<file path="config.mk">
export PLATFORM = sky130hd
export DESIGN_NAME = sub_bytes_serial
export DESIGN_NICKNAME = d
export VERILOG_FILES = /design/src/rtl/aes_pkg.sv /design/src/rtl/sbox.sv /design/src/rtl/sub_bytes_serial.sv
export SDC_FILE = /design/constraint.sdc
export NUM_CORES = 1
export LEC_CHECK = 0
export ABC_AREA = 1
export CAP_MARGIN = 20
export CELL_PAD_IN_SITES_DETAIL_PLACEMENT = 1
export CELL_PAD_IN_SITES_GLOBAL_PLACEMENT = 1
export CORE_UTILIZATION = 38
export DETAILED_ROUTE_END_ITERATION = 7
export HOLD_SLACK_MARGIN = 0.1
export PLACE_DENSITY_LB_ADDON = 0.1
export SKIP_LAST_GASP = 1
export SYNTH_ARGS = -nofsm -noshare
export SYNTH_HDL_FRONTEND = slang
export SYNTH_SLANG_ARGS = --single-unit
</file>
<file path="constraint.sdc">
create_clock -name clk -period 4.8 [get_ports clk]
set_input_delay 1.44 -clock clk [delete_from_list [all_inputs] [get_ports clk]]
set_output_delay 1.44 -clock clk [all_outputs]
set_load 0.005 [all_outputs]
</file>
<file path="src/rtl/aes_pkg.sv">
// Shared AES datapath types: state width, byte width, byte-ordered state and the
// SubBytes sequencer states.
package aes_pkg;

  localparam int unsigned AES_STATE_W = 128;
  localparam int unsigned AES_BYTE_W  = 8;

  // Byte 0 occupies the most significant bits.
  typedef logic [0:15][AES_BYTE_W-1:0] aes_state_t;

  typedef enum logic [1:0] {IDLE, RUN, DRAIN, DONE} sub_bytes_state_t;

endpackage

</file>
<file path="src/rtl/sbox.sv">
// Combinational AES forward S-box lookup; the address is the full byte value.
module sbox (
  input  logic [7:0] addr,
  output logic [7:0] data
);

  localparam logic [0:255][7:0] TABLE = {
    128'h637c777bf26b6fc53001672bfed7ab76,
    128'hca82c97dfa5947f0add4a2af9ca472c0,
    128'hb7fd9326363ff7cc34a5e5f171d83115,
    128'h04c723c31896059a071280e2eb27b275,
    128'h09832c1a1b6e5aa0523bd6b329e32f84,
    128'h53d100ed20fcb15b6acbbe394a4c58cf,
    128'hd0efaafb434d338545f9027f503c9fa8,
    128'h51a3408f929d38f5bcb6da2110fff3d2,
    128'hcd0c13ec5f974417c4a77e3d645d1973,
    128'h60814fdc222a908846eeb814de5e0bdb,
    128'he0323a0a4906245cc2d3ac629195e479,
    128'he7c8376d8dd54ea96c56f4ea657aae08,
    128'hba78252e1ca6b4c6e8dd741f4bbd8b8a,
    128'h703eb5664803f60e613557b986c11d9e,
    128'he1f8981169d98e949b1e87e9ce5528df,
    128'h8ca1890dbfe6426841992d0fb054bb16
  };

  assign data = TABLE[addr];

endmodule

</file>
<file path="src/rtl/sub_bytes_serial.sv">
// Byte-serial AES SubBytes: LANES sbox lookups per cycle over a 128-bit buffer.
// Define SUB_BYTES_REG_LOOKUP_EN to register each lane's lookup (adds a DRAIN state).
module sub_bytes_serial
  import aes_pkg::*;
#(
  parameter int unsigned BYTES = 16,
  parameter int unsigned LANES = 1
) (
  input  logic                   clk,
  input  logic                   rst_n,
  input  logic                   in_valid,
  output logic                   in_ready,
  input  logic [AES_STATE_W-1:0] in_data,
  output logic                   out_valid,
  input  logic                   out_ready,
  output logic [AES_STATE_W-1:0] out_data,
  output logic                   busy
);

  localparam int unsigned IW = $clog2(BYTES) + 1;
  localparam int unsigned OW = IW - 1;
  localparam logic [IW-1:0] STEP = IW'(LANES);
  localparam logic [IW-1:0] LAST = IW'(BYTES - LANES);

  sub_bytes_state_t      state;
  logic [IW-1:0]         idx;
  aes_state_t            buf_q;
  logic [OW-1:0]         off;
  logic [AES_BYTE_W-1:0] sb_in  [LANES];
  logic [AES_BYTE_W-1:0] sb_out [LANES];

  logic                  wr_en;
  logic [OW-1:0]         wr_off;
  logic [AES_BYTE_W-1:0] wr_data [LANES];

  // idx reaches BYTES after the last group; the low bits wrap back to a legal byte.
  assign off = idx[OW-1:0];

  for (genvar g = 0; g < LANES; g++) begin : g_lane
    localparam logic [OW-1:0] LANE_OFF = OW'(g);
    assign sb_in[g] = buf_q[off + LANE_OFF];
    sbox u_sbox (
      .addr (sb_in[g]),
      .data (sb_out[g])
    );
  end

`ifdef SUB_BYTES_REG_LOOKUP_EN
  logic [AES_BYTE_W-1:0] lk_q [LANES];
  logic [OW-1:0]         lk_off_q;
  logic                  lk_vld_q;

  always_ff @(posedge clk or negedge rst_n) begin
    if (!rst_n) begin
      for (int l = 0; l < LANES; l++) lk_q[l] <= '0;
      lk_off_q <= '0;
      lk_vld_q <= 1'b0;
    end else begin
      for (int l = 0; l < LANES; l++) lk_q[l] <= sb_out[l];
      lk_off_q <= off;
      lk_vld_q <= (state == RUN);
    end
  end

  assign wr_en   = lk_vld_q;
  assign wr_off  = lk_off_q;
  assign wr_data = lk_q;
`else
  assign wr_en   = (state == RUN);
  assign wr_off  = off;
  assign wr_data = sb_out;
`endif

  always_ff @(posedge clk or negedge rst_n) begin
    if (!rst_n) begin
      state <= IDLE;
      idx   <= '0;
      buf_q <= '0;
    end else begin
      if (state == IDLE && in_valid) begin
        buf_q <= in_data;
      end else if (wr_en) begin
        for (int l = 0; l < LANES; l++) buf_q[wr_off + OW'(l)] <= wr_data[l];
      end

      case (state)
        IDLE: begin
          if (in_valid) begin
            state <= RUN;
            idx   <= '0;
          end
        end
        RUN: begin
          idx <= idx + STEP;
          if (idx == LAST) begin
`ifdef SUB_BYTES_REG_LOOKUP_EN
            state <= DRAIN;
`else
            state <= DONE;
`endif
          end
        end
        DRAIN: state <= DONE;
        DONE:  if (out_ready) state <= IDLE;
        default: state <= IDLE;
      endcase
    end
  end

  assign in_ready  = (state == IDLE);
  assign out_valid = (state == DONE);
  assign out_data  = out_valid ? buf_q : '0;
  assign busy      = (state == RUN) || (state == DRAIN);

endmodule

</file>
* Word-level counts from Yosys, hierarchy flattened *
Memories as Yosys holds them, arrays and structs flattened.
Cells that the tools add are included.

operators by class
  add/sub/neg operators = 1
  $lt $le $gt $ge = 3
  equality and inequality tests = 7
  multiplexer cells = 17
  bitwise gates (word level) = 2
  reductions and logical operators = 8

operators by type and width
  kind                                                         count
  2-to-1 mux 128 bit                                           3
  bitwise mux 128 bit                                          1
  2-to-1 mux 8 bit                                             5
  binary-select mux 8 bit (select 4 bit)                       1
  demux 8 bit (select 4 bit)                                   1
  one-hot mux 5 bit (2 select lines)                           1
  >= comparator 9 bit (second input constant)                  1
  NOT 8 -> 9 bit                                               1
  one-hot mux 2 bit (4 select lines)                           1
  2-to-1 mux 2 bit                                             3
  adder 5 x 1 -> 5 bit (second input constant)                 1
  equality test 5 x 4 -> 1 bit (second input constant)         1
  >= comparator 5 bit (second input constant)                  1
  less-than comparator 5 x 1 -> 1 bit (second input constant)  1
  2-to-1 mux 5 bit                                             1
  NOT 4 -> 5 bit                                               1
  equality test 2 bit (second input constant)                  2
  inequality test 2 x 1 -> 1 bit (second input constant)       2
  nonzero test 2 bit                                           2
  AND reduction 3 bit                                          1
  equality test 2 x 1 -> 1 bit (second input constant)         1
  logical AND 1 bit                                            2
  zero test 2 bit                                              1
  inequality test 2 bit (second input constant)                1
  other kinds (2)                                              2

storage, ports and cells
  bits in registers = 135
  bits in read-only memories = 2048
  input bits = 132
  output and inout bits = 131
  logic and storage cells = 57
  memories = 1

memory list
  memory            depth  bits a word  rd ports  clocked after memory_dff  write ports  RTL line    RTL
  (name not given)  256    8            1         0                         0            sbox.sv:26  assign data = TABLE[addr];

* Logic depth before layout (Yosys ltp) *
Gate-level depths: netlist of the first run.

  word-level depth = 11
  gate-level depth with buffers = 24
  gate-level depth less buffers = 21

* Cells and area by module *
From an unflattened synthesis of the first run, not the netlist that was laid out.

second synthesis, totals
  cells, all modules = 2125
  area total of the unflattened synthesis = 12221.7 um^2

by module, submodules not included
  module            times used  cells an instance  area each (um^2)  seq. area each (um^2)
  sub_bytes_serial  1           1495               9293.9            3378.2
  sbox              1           630                2927.8            0.0

* Least setup slack after synthesis of the first run *
Ideal clock, no wire load.

  kind = reg2reg
  start = register idx[0]
  end = register buf_q[10] in the netlist's numbering
  setup time = 0.118 ns
  arrival time = 2.696 ns
  required time = 4.682 ns
  slack = 1.986 ns
  stages on the path, launching flop included = 24
  buffers on the path = 3
  clock period less this slack = 2.814 ns
  cell sequence = dfrtp_1 buf_6 inv_4 buf_4 nand2_1 nand3_1 nand2_1 nand2_1 nand2_1 nor2_2 ha_1 inv_1 nor2_1 nor2_1 nand2_1 nand2_1 nand2_1 nand2_1 nand2_1 nand2_1 nand3_2 buf_4 nand3_1 nand2_1

between the ends
  longest elaborated chain between the ends = 11
  elaborated cells between the ends (all ways) = 16
  classes of those cells = order compare: 2; mux: 10; bitwise: 2; reduce/logical: 1; memory: 1

ends and longest elaborated chain
  what                                                 RTL line                                        RTL
  start: declaration                                   sub_bytes_serial.sv:26                          logic [IW-1:0] idx;
  start signal: assignment                             sub_bytes_serial.sv:94                          idx <= idx + STEP;
  NOT 4 -> 5 bit (implied by the code) *               sub_bytes_serial.sv:41, sub_bytes_serial.sv:83
  binary-select mux 8 bit (select 4 bit)               sub_bytes_serial.sv:41                          assign sb_in[g] = buf_q[off + LANE_OFF];
  2-to-1 mux 8 bit (implied by the code) (2 in a row)  sub_bytes_serial.sv:41
  NOT 8 -> 9 bit (implied by the code)                 sbox.sv:26
  memory read (256 x 8 bit)                            --
  2-to-1 mux 8 bit (implied by the code) (2 in a row)  sbox.sv:26
  bitwise mux 128 bit *                                sub_bytes_serial.sv:83                          for (int l = 0; l < LANES; l++) buf_q[wr_off + OW'(l)] <= wr_data[l];
  2-to-1 mux 128 bit *                                 sub_bytes_serial.sv:82                          end else if (wr_en) begin
  2-to-1 mux 128 bit *                                 sub_bytes_serial.sv:80                          if (state == IDLE && in_valid) begin
  end signal: assignment                               sub_bytes_serial.sv:81                          buf_q <= in_data;
  end: declaration                                     sub_bytes_serial.sv:27                          aes_state_t buf_q;

Every way passes the cells marked *; elsewhere a longest branch is shown, timed or not. The select of a mux whose other input is x is not followed.
A chain may end at the register's enable or synchronous reset.

* Final worst setup path of the first run *
  start = register idx[0]
  end = register buf_q[8] in the netlist's numbering

Same word-level chain as after synthesis.

==> key figures, run 1 <==
Timing
  • Post-route setup slack: 0.535 ns
  • Worst Max-Slew Pin Slew: 0.966 ns
  • Final worst clock skew: 0.0169 ns
  • Tcrit/Tclk final: 88.9%
  • Max Slew Vio Count: 0
  • Endpoints failing setup: 0
  • Fin crit period: 4.27 ns
  • Relative slew margins: 35.6%
  • Final Hold Vio Count: 0
  • RSZ-0062 raised after global routing: no
  • Fmax: 234 MHz
  • Total negative setup slack: 0 ns

Floorplan
  • Die width: 185 um
  • DIE AREA: 34,100 um2
  • Vert. Die Dim: 185 um
  • IO Count: 263
  • Rows: 66
  • Starting Density: 38.8%
  • Core area: 32,700 um2

Place
  • Placed instance count: 2,900
  • Post-DP HPWL: 47,100 um
  • I/O Buffers: 262
  • Pre-CTS setup slack: 0.776 ns
  • GPL Wtd Cong: 0.984

Global route
  • Initial antenna violation count: 1
  • GRT Resource Usage Total: 39.5%
  • Vias in the first global route: 16,610
  • GR Layer Usage met2: 63.1%
  • GRT met1 Usage: 49.4%
  • Global route overflow: 0
  • Global-route wire length before repair: 100,000 um
  • Met3 GRT Util: 8.56%
  • Largest net degree at the start of global routing: 85
  • Top Usage Layer GRT: met2

Synthesis
  • Library cells used by synthesis: 33
  • Synth Net Count: 2,397
  • Avg Cell Area, Syn: 5.66 um2
  • Synth Cell Area: 12,700 um2
  • Synth warnings: 0
  • Register area share after synthesis: 26.6%
  • #FFs+latches synth: 135
  • Cells after Synth: 2,242

Status
  • Status: completed

Worst setup path
  • Crit-path leading delay family: simple AND/OR/NAND/NOR gates
  • Crit path launch type: register
  • Worst Setup End Kind: register
  • CP Class: register to register
  • Most frequent CP cell: nand2_1
  • CP max FO: 36
  • Critical path's largest stage delay: 0.72 ns
  • CP cell instances: buf_12, nand2_1, nand3_1, nand2_1, nand2_1, nand2_1, nor2_2, buf_4, ha_1, inv_1, nand2_1, nand2_1, nor2_1, nor2_1, nand2_1, nand3_1, nand3_2, buf_4, nand3_1, nand2_1
  • Crit path required time: 5.20 ns
  • Sum of buffers and inverters on the critical path: 4
  • Worst EP arrival: 4.66 ns
  • Slowest CP cell: dfrtp_2

Cells and area
  • Share of cells above drive strength 1: 6.31%
  • Final #Nets: 2,632
  • Commonest non-fill, non-tap cell in the layout: nand2_1
  • Fillers: 4,553
  • N_diodes: 0
  • Non-Filler Instances: 2,931
  • Syn-to-layout area delta: 29.9%
  • Core Util, Final: 50.4%
  • Commonest non-fill, non-tap cells in the layout: nand2_1, nand3_1, inv_1

Min path
  • Worst Hold Class: register to register

Clocking
  • CTS tree: built
  • Total setup buffers inserted after CTS: 0
  • Clock Path Buffers: 2
  • Hold Buf Count CTS: 0
  • CTS buffer count: 17
  • CTS H-tree lvls: 4
  • Root Buffer: clkbuf_16
  • Clock Latency Late Sink: 0.47 ns
  • CTS sink count: 135
  • Worst-path clk slew: 0.07 ns
  • Post-CTS Resized: 0

Routing
  • Pre-Repair DR Iteration Count: 5
  • Via count: 16,358
  • Final WL: 67,100 um
  • # DRC: 0
  • Wire per inst: 22.9 um
  • Avg Vias per Cell: 5.58
  • DRT iter0 DRCs: 1,544
  • ANT nets after route: 0

Run
  • Max_cap viols: 0
[Yosys cell counts]
library cell | n | area share, %
nor2_1 | 63 | 1.9
a21oi_2 | 1 | 0.069
buf_6 | 18 | 1.6
a211oi_1 | 1 | 0.059
nand2_4 | 3 | 0.27
buf_4 | 25 | 1.5
o22ai_1 | 2 | 0.099
nor2_2 | 5 | 0.25
inv_2 | 6 | 0.18
nor2_8 | 1 | 0.16
nor2_4 | 3 | 0.27
inv_1 | 375 | 11
buf_2 | 29 | 1.1
nand3b_1 | 2 | 0.12
nand4_4 | 1 | 0.17
o21ai_1 | 10 | 0.39
nand3_2 | 7 | 0.55
nand4_2 | 1 | 0.099
nor3_1 | 1 | 0.039
a21oi_1 | 54 | 2.1
nand2_2 | 18 | 0.89
inv_4 | 1 | 0.049
and2_1 | 1 | 0.049
o21ai_0 | 98 | 3.9
buf_1 | 8 | 0.24
clkbuf_1 | 40 | 1.2
ha_1 | 23 | 2.3
nand3_1 | 397 | 16
nand2_1 | 905 | 27
nand4_1 | 6 | 0.30
dfrtp_1 | 135 | 27
or2_2 | 1 | 0.049
o221ai_1 | 1 | 0.069
[state kept, by name, summed over array words and instances, names as in the netlist]
name and flops:
buf_q 128, state 2, idx 5
[layout make-up]
type / instances / area [um2] / area share (%)
tap: 442 / 553 / 3.35
clock buffer: 19 / 443 / 2.69
sequential: 135 / 3380 / 20.5
timing repair buffer: 336 / 3340 / 20.3
inverter: 382 / 1440 / 8.73
multi-input combinational: 1605 / 7180 / 43.5
clock inverter: 12 / 154 / 0.933
[cells by family (layout without fill, tap and decap cells)]
| family | after synthesis | in the layout | share of synthesized area [%] |
|---|---|---|---|
| adder cells (fa/ha/maj) | 23 | 23 | 2.27 |
| flip-flops | 135 | 135 | 26.6 |
| AND/OR/NAND/NOR | 1415 | 1415 | 47.5 |
| buffers and inverters | 502 | 749 | 17.0 |
| AO/OA/AOI/OAI | 167 | 167 | 6.68 |
[worst register-to-register path, cell delays in order, from the launching register on]
cell	delay (ns)
dfrtp_2	0.72
buf_12	0.27
nand2_1	0.12
nand3_1	0.11
nand2_1	0.19
nand2_1	0.12
nand2_1	0.14
nor2_2	0.28
buf_4	0.24
ha_1	0.16
inv_1	0.12
nand2_1	0.23
nand2_1	0.15
nor2_1	0.34
nor2_1	0.10
nand2_1	0.07
nand3_1	0.17
nand3_2	0.17
buf_4	0.26
nand3_1	0.12
nand2_1	0.12
[through the flow]
step / cell area (um2) / hold slack, ns
after global placement: 15900 / 0.513
final: 16500 / 0.565
after floorplan: 12700 / 0.494
after CTS: 16500 / 0.548
after detailed placement: 15900 / 0.537
after global routing: 16500 / 0.597
[per-layer routing]
metal / part of all wire [%] / wire length, um / vias up
met3: 8.9 / 6000 / 223
met4: 5.6 / 3790 / 0
li1: - / - / 7341
met2: 46 / 30600 / 878
met5: 0 / 0 / -
met1: 40 / 26700 / 7916
[final timing paths]
| path | start | endpoint | slack [ns] | cells after the start |
|---|---|---|---|---|
| worst max-delay path | idx[0] | buf_q[8] | 0.53 | 20 |
| worst min-delay path | idx[4] | idx[4] | 0.57 | 2 |
| worst max register to register | idx[0] | buf_q[8] | 0.53 | 20 |
| worst min register to register | idx[4] | idx[4] | 0.57 | 2 |
| max in group asynchronous | rst_n | buf_q[75] | 3.04 | 2 |
| min in group asynchronous | rst_n | buf_q[94] | 1.02 | 1 |
Power of run 1 is left out: the tool's default activity adds up to more than one toggle a clock period on the data nets, which glitch-free logic cannot reach.
==> inputs of run 2 (changes only) <==
--- a/config.mk
+++ b/config.mk
@@ -13,6 +13,7 @@
 export DETAILED_ROUTE_END_ITERATION = 7
 export HOLD_SLACK_MARGIN = 0.1
 export PLACE_DENSITY_LB_ADDON = 0.1
+export SKIP_CTS_REPAIR_TIMING = 1
 export SKIP_LAST_GASP = 1
 export SYNTH_ARGS = -nofsm -noshare
 export SYNTH_HDL_FRONTEND = slang
==> results of run 2 <==
No change in the layout: final DEF, timing and power equal those of run 1.
Power of run 2 is left out for the same reason.
==> inputs of run 3 (changes only) <==
--- a/config.mk
+++ b/config.mk
@@ -12,6 +12,7 @@
 export CORE_UTILIZATION = 38
 export DETAILED_ROUTE_END_ITERATION = 7
 export HOLD_SLACK_MARGIN = 0.1
+export MAX_ROUTING_LAYER = met4
 export PLACE_DENSITY_LB_ADDON = 0.1
 export SKIP_CTS_REPAIR_TIMING = 1
 export SKIP_LAST_GASP = 1
==> run 3 against run 2 <==
Die area unchanged. Clock-buffer cell count decreased by 1. Critical path depth increased by 1. Cell area about the same. Global-route usage increased by 0.29 points. Via count about the same. Non-clock buffer count increased by 5. Sequential cell count unchanged. Worst hold slack improved by 0.0080 ns. Final cell count increased by 0.20%. Sequential share of layout area about the same. Routed wire length decreased by 2.0%. Largest cell class unchanged. Highest routed layer unchanged.
==> key figures, run 3 (synthesized netlist as in run 1, its figures left out) <==
Worst setup path
  • CP cell instances: inv_4, buf_4, nand2_1, nand3_1, nand2_1, nand2_1, nand2_1, inv_1, nand2_1, ha_1, nor2_1, nor2_2, nand2_1, nand3_1, nand3_1, nand3_1, nand3_1, nand2_2, buf_12, nand2_1, nand2_1
  • Worst Setup End Kind: register
  • Crit path launch type: register
  • Most frequent CP cell: nand2_1
  • Critical path's largest stage delay: 0.82 ns
  • CP Class: register to register
  • Worst EP arrival: 4.56 ns
  • Reg-to-Reg Start: idx[0]
  • Sum of buffers and inverters on the critical path: 4
  • Slowest CP cell: dfrtp_2
  • Crit-path leading delay family: simple AND/OR/NAND/NOR gates
  • Crit path from: idx[0]
  • Crit path required time: 5.18 ns
  • CP max FO: 31

Place
  • Placed instance count: 2,905
  • Placed Instance Area: 15,900 um2
  • I/O Buffers: 262
  • GPL Wtd Cong: 1.02
  • Post-DP HPWL: 47,900 um

Clocking
  • CTS buffer count: 17
  • Clock Latency Late Sink: 0.45 ns
  • CTS tree: built
  • Worst-path clk slew: 0.06 ns
  • CTS H-tree lvls: 4
  • Clock Path Buffers: 2
  • Root Buffer: clkbuf_16
  • CTS sink count: 135

Cells and area
  • Commonest non-fill, non-tap cell in the layout: nand2_1
  • Syn-to-layout area delta: 29.9%
  • Max reg flops: 128
  • Largest registers: buf_q: 128 flops, idx: 5 flops, state: 2 flops
  • Share of cells above drive strength 1: 6.53%
  • Fin area: 16,500 um2
  • Reg with most FFs: buf_q
  • Commonest non-fill, non-tap cells in the layout: nand2_1, nand3_1, inv_1
  • Final #Nets: 2,637
  • Core Util, Final: 50.4%
  • Non-Filler Instances: 2,937
  • Fillers: 4,559
  • N_diodes: 0

Floorplan
  • Starting Density: 38.8%
  • Vert. Die Dim: 185 um
  • Die width: 185 um
  • DIE AREA: 34,100 um2
  • Core area: 32,700 um2
  • Rows: 66
  • IO Count: 263

Global route
  • GRT Resource Usage Total: 39.8%
  • Vias in the first global route: 16,713
  • Initial antenna violation count: 0
  • Global-route wire length before repair: 99,200 um
  • Global route overflow: 0
  • Largest net degree at the start of global routing: 100

Timing
  • Final worst clock skew: 0.0192 ns
  • Final Hold Vio Count: 0
  • Max Slew Vio Count: 0
  • Tcrit/Tclk final: 87.0%
  • Total negative setup slack: 0 ns
  • RSZ-0062 raised after global routing: no
  • Endpoints failing setup: 0
  • Fmax: 239 MHz
  • Worst Max-Slew Pin Slew: 1.07 ns
  • Relative slew margins: 28.9%
  • Fin crit period: 4.18 ns

Min path
  • Worst hold start: idx[4]
  • Worst Hold Class: register to register

Routing
  • Wire per inst: 22.4 um
  • Pre-Repair DR Iteration Count: 8
  • ANT nets after route: 0
  • DRT iter0 DRCs: 1,632
  • Via count: 16,364
  • # DRC: 0
  • Final WL: 65,800 um
  • Avg Vias per Cell: 5.57

Status
  • Status: completed

Run
  • Max_cap viols: 0
==> run 3: cell types whose count changed in the layout (fill, tap and decap cells not counted), sizes merged <==
cell / before / now
clkbuf: 19 / 18
buf: 75 / 80
clkinvlp: 3 / 5
==> run 3: worst reg2reg max path, stage by stage (launching register included) <==
cell     delay, ns
dfrtp_2       0.82
inv_4         0.08
buf_4         0.21
nand2_1       0.08
nand3_1       0.07
nand2_1       0.15
nand2_1       0.07
nand2_1       0.16
inv_1         0.06
nand2_1       0.36
ha_1          0.37
nor2_1        0.09
nor2_2        0.27
nand2_1       0.31
nand3_1       0.15
nand3_1       0.14
nand3_1       0.11
nand3_1       0.10
nand2_2       0.13
buf_12        0.21
nand2_1       0.11
nand2_1       0.09
==> run 3: final timing paths <==
path	to	slack, ns	depth (start not counted)
min reg2reg	idx[4]	0.57	2
min	idx[4]	0.57	2
max	buf_q[41]	0.62	21
min in group asynchronous	buf_q[98]	1.06	1
max reg2reg	buf_q[41]	0.62	21
max in group asynchronous	buf_q[118]	2.74	2
==> run 3: stage by stage <==
step                      worst slack, ns  hold WS [ns]
after floorplan                      1.99         0.494
after global placement              0.992         0.512
after detailed placement            0.879         0.555
after CTS                           0.772         0.570
after global routing                0.509         0.601
final                               0.624         0.573
==> run 3: per-layer routing <==
layer | share of wire [%] | vias up | routed length [um] | global-route usage [%]
li1 | - | 7352 | - | -
met4 | 5.0 | 0 | 3280 | 19.2
met5 | 0 | - | 0 | -
met1 | 40 | 7909 | 26500 | 49.4
met3 | 7.9 | 212 | 5230 | 5.77
met2 | 47 | 891 | 30800 | 63.5
==> run 3: area by class of cell <==
type	count	area (um2)	share of cell area, %
clock buffer	18	429	2.60
multi-input combinational	1605	7180	43.5
sequential	135	3380	20.5
clock inverter	14	176	1.07
inverter	382	1440	8.73
tap	442	553	3.36
timing repair buffer	341	3330	20.2
Power of run 3 is left out for the same reason.
